File: config.mk
export PLATFORM = sky130hd
export DESIGN_NAME = exit_report_uart
export DESIGN_NICKNAME = d
export VERILOG_FILES = /design/src/rtl/exit_report_pkg.sv /design/src/rtl/uart_tx_byte.sv /design/src/rtl/exit_report_uart.sv
export SDC_FILE = /design/constraint.sdc
export NUM_CORES = 1
export LEC_CHECK = 0
export BUFFER_PORTS_ARGS = -buffer_cell sky130_fd_sc_hd__buf_2
export CAP_MARGIN = 30
export CORE_MARGIN = 1.5
export CORE_UTILIZATION = 38
export DETAILED_ROUTE_END_ITERATION = 12
export PLACE_DENSITY = 0.6
export SYNTH_ARGS = -nofsm -noshare
export SYNTH_HDL_FRONTEND = slang
export SYNTH_HIERARCHICAL = 1
export SYNTH_SLANG_ARGS = --single-unit
File: constraint.sdc
create_clock -name clk_i -period 6.72 [get_ports clk_i]
set_input_delay 1.344 -clock clk_i [delete_from_list [all_inputs] [get_ports clk_i]]
set_output_delay 1.344 -clock clk_i [all_outputs]
set_load 0.02 [all_outputs]
File: src/rtl/exit_report_pkg.sv
// Shared types and constants for the end-of-test UART status reporter.
// Optional feature macro: EXIT_REPORT_REARM_EN (used by exit_report_uart).
package exit_report_pkg;

    typedef enum logic [2:0] {
        IDLE,
        START,
        DATA,
        STOP,
        DONE
    } state_t;

    localparam int MSG_LEN = 12;

    localparam logic [7:0] CH_P  = 8'h50;
    localparam logic [7:0] CH_F  = 8'h46;
    localparam logic [7:0] CH_E  = 8'h45;
    localparam logic [7:0] CH_SP = 8'h20;
    localparam logic [7:0] CH_CR = 8'h0D;
    localparam logic [7:0] CH_LF = 8'h0A;

    // Uppercase hex: 'A' is 0x41 = 0x37 + 10.
    function automatic logic [7:0] nibble_to_ascii(input logic [3:0] n);
        if (n < 4'd10) begin
            return 8'h30 + {4'h0, n};
        end
        return 8'h37 + {4'h0, n};
    endfunction

endpackage

File: src/rtl/uart_tx_byte.sv
// 8N1 byte serializer with valid/ready handshake and a registered TX line.
// Accepts the next byte during the last stop-bit cycle so characters go back to back.
module uart_tx_byte
    import exit_report_pkg::*;
#(
    parameter int CLKS_PER_BIT = 4
) (
    input  logic       clk,
    input  logic       rst,
    input  logic       valid,
    input  logic [7:0] data,
    input  logic       idle_line,
    output logic       ready,
    output logic       tx
);

    localparam int CNT_W = (CLKS_PER_BIT > 1) ? $clog2(CLKS_PER_BIT) : 1;
    localparam logic [CNT_W-1:0] CNT_LAST = CNT_W'(CLKS_PER_BIT - 1);

    state_t           state_reg, state_next;
    logic [CNT_W-1:0] cnt_reg, cnt_next;
    logic [2:0]       bit_reg, bit_next;
    logic [7:0]       shift_reg, shift_next;
    logic             tx_reg, tx_next;
    logic             bit_end;

    assign bit_end = (cnt_reg == CNT_LAST);
    assign ready   = (state_reg == IDLE) || ((state_reg == STOP) && bit_end);
    assign tx      = tx_reg;

    always_comb begin
        state_next = state_reg;
        cnt_next   = cnt_reg;
        bit_next   = bit_reg;
        shift_next = shift_reg;
        tx_next    = tx_reg;
        if (state_reg != IDLE) begin
            cnt_next = bit_end ? '0 : cnt_reg + 1'b1;
        end
        case (state_reg)
            IDLE: tx_next = idle_line;
            START: begin
                if (bit_end) begin
                    state_next = DATA;
                    bit_next   = '0;
                    tx_next    = shift_reg[0];
                end
            end
            DATA: begin
                if (bit_end) begin
                    if (bit_reg == 3'd7) begin
                        state_next = STOP;
                        tx_next    = 1'b1;
                    end else begin
                        bit_next   = bit_reg + 1'b1;
                        shift_next = shift_reg >> 1;
                        tx_next    = shift_reg[1];
                    end
                end
            end
            STOP: begin
                if (bit_end) begin
                    state_next = IDLE;
                    tx_next    = idle_line;
                end
            end
            default: state_next = IDLE;
        endcase
        // A new byte always wins: the start bit goes out on the very next cycle.
        if (valid && ready) begin
            state_next = START;
            cnt_next   = '0;
            shift_next = data;
            tx_next    = 1'b0;
        end
    end

    always_ff @(posedge clk or posedge rst) begin
        if (rst) begin
            state_reg <= IDLE;
            cnt_reg   <= '0;
            bit_reg   <= '0;
            shift_reg <= '0;
            tx_reg    <= 1'b1;
        end else begin
            state_reg <= state_next;
            cnt_reg   <= cnt_next;
            bit_reg   <= bit_next;
            shift_reg <= shift_next;
            tx_reg    <= tx_next;
        end
    end

endmodule

File: src/rtl/exit_report_uart.sv
// Prints "<P|F|E> XXXXXXXX\r\n" on the UART once the test wrapper signals an exit.
// Define EXIT_REPORT_REARM_EN to return to pass-through after each report.
module exit_report_uart
    import exit_report_pkg::*;
#(
    parameter int CLK_FREQ_HZ = 5000000,
    parameter int BAUD        = 115200
) (
    input  logic        clk_i,
    input  logic        rst_i,
    input  logic        exit_valid_i,
    input  logic [31:0] exit_value_i,
    input  logic        tests_passed_i,
    input  logic        tests_failed_i,
    input  logic        core_tx_i,
    output logic        tx_o,
    output logic        busy_o,
    output logic        done_o
);

    localparam int CLKS_PER_BIT = CLK_FREQ_HZ / BAUD;

    generate
        if (CLKS_PER_BIT < 2) begin : g_cpb_check
            $error("exit_report_uart: CLKS_PER_BIT must be at least 2");
        end
    endgenerate

    // START here spans the whole character sequence; bit phases live in the serializer.
    state_t      state_reg, state_next;
    logic [31:0] value_reg, value_next;
    logic [3:0]  idx_reg, idx_next;
    logic [7:0]  hex_chars [8];
    logic [7:0]  status_now;
    logic [7:0]  char_sel;
    logic [7:0]  ser_data;
    logic        event_any;
    logic        ser_valid;
    logic        ser_ready;
    logic        idle_line;

    genvar gi;
    generate
        for (gi = 0; gi < 8; gi++) begin : g_hex
            assign hex_chars[gi] = nibble_to_ascii(value_reg[31-4*gi -: 4]);
        end
    endgenerate

    assign event_any  = exit_valid_i | tests_passed_i | tests_failed_i;
    assign status_now = tests_failed_i ? CH_F : (tests_passed_i ? CH_P : CH_E);

    always_comb begin
        case (idx_reg)
            4'd0:    char_sel = status_now;
            4'd1:    char_sel = CH_SP;
            4'd10:   char_sel = CH_CR;
            4'd11:   char_sel = CH_LF;
            default: char_sel = hex_chars[3'(idx_reg - 4'd2)];
        endcase
    end

    always_comb begin
        state_next = state_reg;
        value_next = value_reg;
        idx_next   = idx_reg;
        ser_valid  = 1'b0;
        ser_data   = char_sel;
        idle_line  = 1'b1;
        case (state_reg)
            IDLE: begin
                idle_line = core_tx_i;
                // Character 0 is handed over in the trigger cycle itself.
                if (event_any) begin
                    ser_valid  = 1'b1;
                    ser_data   = status_now;
                    state_next = START;
                    value_next = exit_valid_i ? exit_value_i : 32'h0;
                    idx_next   = 4'd1;
                end
            end
            START: begin
                if (idx_reg != 4'(MSG_LEN)) begin
                    ser_valid = 1'b1;
                    if (ser_ready) begin
                        idx_next = idx_reg + 1'b1;
                    end
                end else if (ser_ready) begin
                    state_next = DONE;
                end
            end
            DONE: begin
`ifdef EXIT_REPORT_REARM_EN
                state_next = IDLE;
`endif
            end
            default: state_next = IDLE;
        endcase
    end

    always_ff @(posedge clk_i or posedge rst_i) begin
        if (rst_i) begin
            state_reg <= IDLE;
            value_reg <= '0;
            idx_reg   <= '0;
        end else begin
            state_reg <= state_next;
            value_reg <= value_next;
            idx_reg   <= idx_next;
        end
    end

    assign busy_o = (state_reg == START);
    assign done_o = (state_reg == DONE);

    uart_tx_byte #(
        .CLKS_PER_BIT(CLKS_PER_BIT)
    ) u_tx (
        .clk      (clk_i),
        .rst      (rst_i),
        .valid    (ser_valid),
        .data     (ser_data),
        .idle_line(idle_line),
        .ready    (ser_ready),
        .tx       (tx_o)
    );

endmodule

==> metrics.yaml <==
outcome: "finished clean"
design.die.area_mm2: 0.0108
reg2reg_depth: 8
p_total_uw: 743
postSynthNetCount: 491
max_cap_viol_count: 0
htree_levels: 3
grt_pass1_wl_um: 16300
via_count: 3354
die-height_um: 104
slew_headroom: 0.418
crit_fanout: 20
hold_viol_final: 0
regArea_mm2: 0.00145
place_ws_ns: 2.75
gp_congestion: 0.843
dieWidth_um: 104
ir_drop_mv: 0.0864
final_common_cell: "dfrtp_1"
post-route-period-util: 0.542
final.setup_skew_ns: 0.00893
worst_setup_path_start_kind: "input port"
root_buffer: "clkbuf_8"
grt_max_degree: 39
drive_gt1_frac: 0.163
portBuffers: 40
syn_avg_cell_area_um2: 8.97
wl_per_cell_um: 15.4
multi_input_comb_area_mm2: 0.00222
cts_setup_buffers: 0
clk_pin_slew_ns: 0.07
worstSetupPathType: "in2reg"
cts.sinks: 58
start_util: 0.394
clock_path_buffers: 2
regToRegSetupSlack_ns: 3.35
fill_cells: 997
ys_warn_count: 6
r2r-end: "u_tx/shift_reg[4]"
yosys_register_bits: 58
tightest_slew_ns: 0.872
area_growth_pct: 13.5
io_pins: 41
drtIter0Drc: 184
cts_hold_buf: 0
fin_ws_ns: 3.08
arrival_ns: 3.87
setup-tns-final_ns: 0
drcViolationCount: 0
overflow: 0
fin_nets: 529
syn_inst: 431
cp-startpoint: "tests_passed_i"
hold_path_class: "reg2reg"
fp.coreArea_mm2: 0.00982
fin_cells: 606
first_global_vias: 3244
rsz0062_at_grt: "no"
reg2reg_from: "idx_reg[1]"
viasPerCell: 5.53
critPathCapture: "u_tx/state_reg[1]"
final.min_clock_period_ns: 3.64
pwr_density_cell_mw_per_mm2: 169
first_pass_iters: 4
crit_path_end_kind: "flip-flop"
syn_area_mm2: 0.00387
final_cell_mix: "dfrtp_1 (57), nand2_1 (55), o21ai_0 (48), buf_2 (40), inv_1 (27)"
netlist-cell-type-count: 65
ys_seq_area_frac: 0.376
post-route-util: 0.447
dp.cells: 591
largest_reg_flops: 32
n_antenna_cell: 0
antenna_found_initial: 0
synth-edff-count: 0
num_rows: 36
cts_tree: "yes"
slew_viol_final: 0
async_flop_share: 1.00
min_path_cells: 1
timing.fmax_mhz: 275
cts_resized: 0
dp_hpwl_um: 6780
wl_um: 9350
leakage_nw: 1.91
cts_buffers: 9
cp.required_ns: 6.95
setup_violations: 0
clk_latency_ns: 0.34
grt_use_total: 0.186
synthFlopType: "dfrtp_1"
drtAntennaViolNets: 0
kinds of logic after synthesis:
kind of cell	count (synthesis)	share of synthesized area
other cells	1	0.000970
buf+inv	47	0.0508
compound gates	146	0.252
mux	13	0.0456
xor+xnor	10	0.0227
simple gates	134	0.181
flops	58	0.376
fa+ha+maj	22	0.0712
worst min path at each step:
stage,from,to
after floorplan,u_tx/bit_reg[1],u_tx/bit_reg[1]
after global placement,u_tx/bit_reg[2],u_tx/bit_reg[2]
after detailed placement,u_tx/bit_reg[2],u_tx/bit_reg[2]
after CTS,u_tx/bit_reg[2],u_tx/bit_reg[2]
after global routing,u_tx/bit_reg[2],u_tx/bit_reg[2]
final,u_tx/bit_reg[2],u_tx/bit_reg[2]
synth_stat cells, types with 9 or more instances:
library cell  instances  area (um^2)
o21ai_0              48          240
inv_1                27          101
nor2_1               15         56.3
ha_1                 22          275
a21oi_1              26          130
a211oi_1              9         67.6
dfrtp_1              57         1430
a22o_1               16          140
xnor2_1               9         78.8
nor2b_1              15         93.8
mux2i_1               9         90.1
buf_2                10         50.1
nor3_1               14         70.1
nand2_1              55          206
cell type report:
| type | instances | share of cell area |
|---|---|---|
| Clock buffer | 13 | 0.0385 |
| Tap cell | 133 | 0.0379 |
| Multi-Input combinational cell | 326 | 0.506 |
| Inverter | 30 | 0.0257 |
| Sequential cell | 58 | 0.331 |
| Clock inverter | 2 | 0.00798 |
| Timing Repair Buffer | 44 | 0.0525 |
worst max-delay path: stages:
cell,delay [ns]
buf_2,0.12
nor3_2,0.27
nand2b_1,0.70
o21ai_0,0.54
a221oi_4,0.50
nor4_1,0.09
a211o_1,0.28
per-layer routing:
layer  track usage  wire length [um]  vias to the layer above
met5             0                 0                        -
met4        0.0536               115                        0
met3        0.0326               535                       11
met2         0.281              4140                       86
met1         0.271              4560                     1604
li1              -                 -                     1653
through the flow:
step	instance area, um^2	hold WS [ns]
global placement	4180	0.506
detailed placement	4180	0.512
CTS	4390	0.531
finish	4390	0.529
floorplan	3870	0.482
global route	4390	0.547
report_power, final:
part	leakage (nW)	internal, mW	switching (mW)	total, mW
combinational	1.06	0.0191	0.0243	0.0435
sequential	0.743	0.355	0.00454	0.360
clock	0.106	0.199	0.140	0.340
Note: power is estimated with default switching activity, not from simulation.
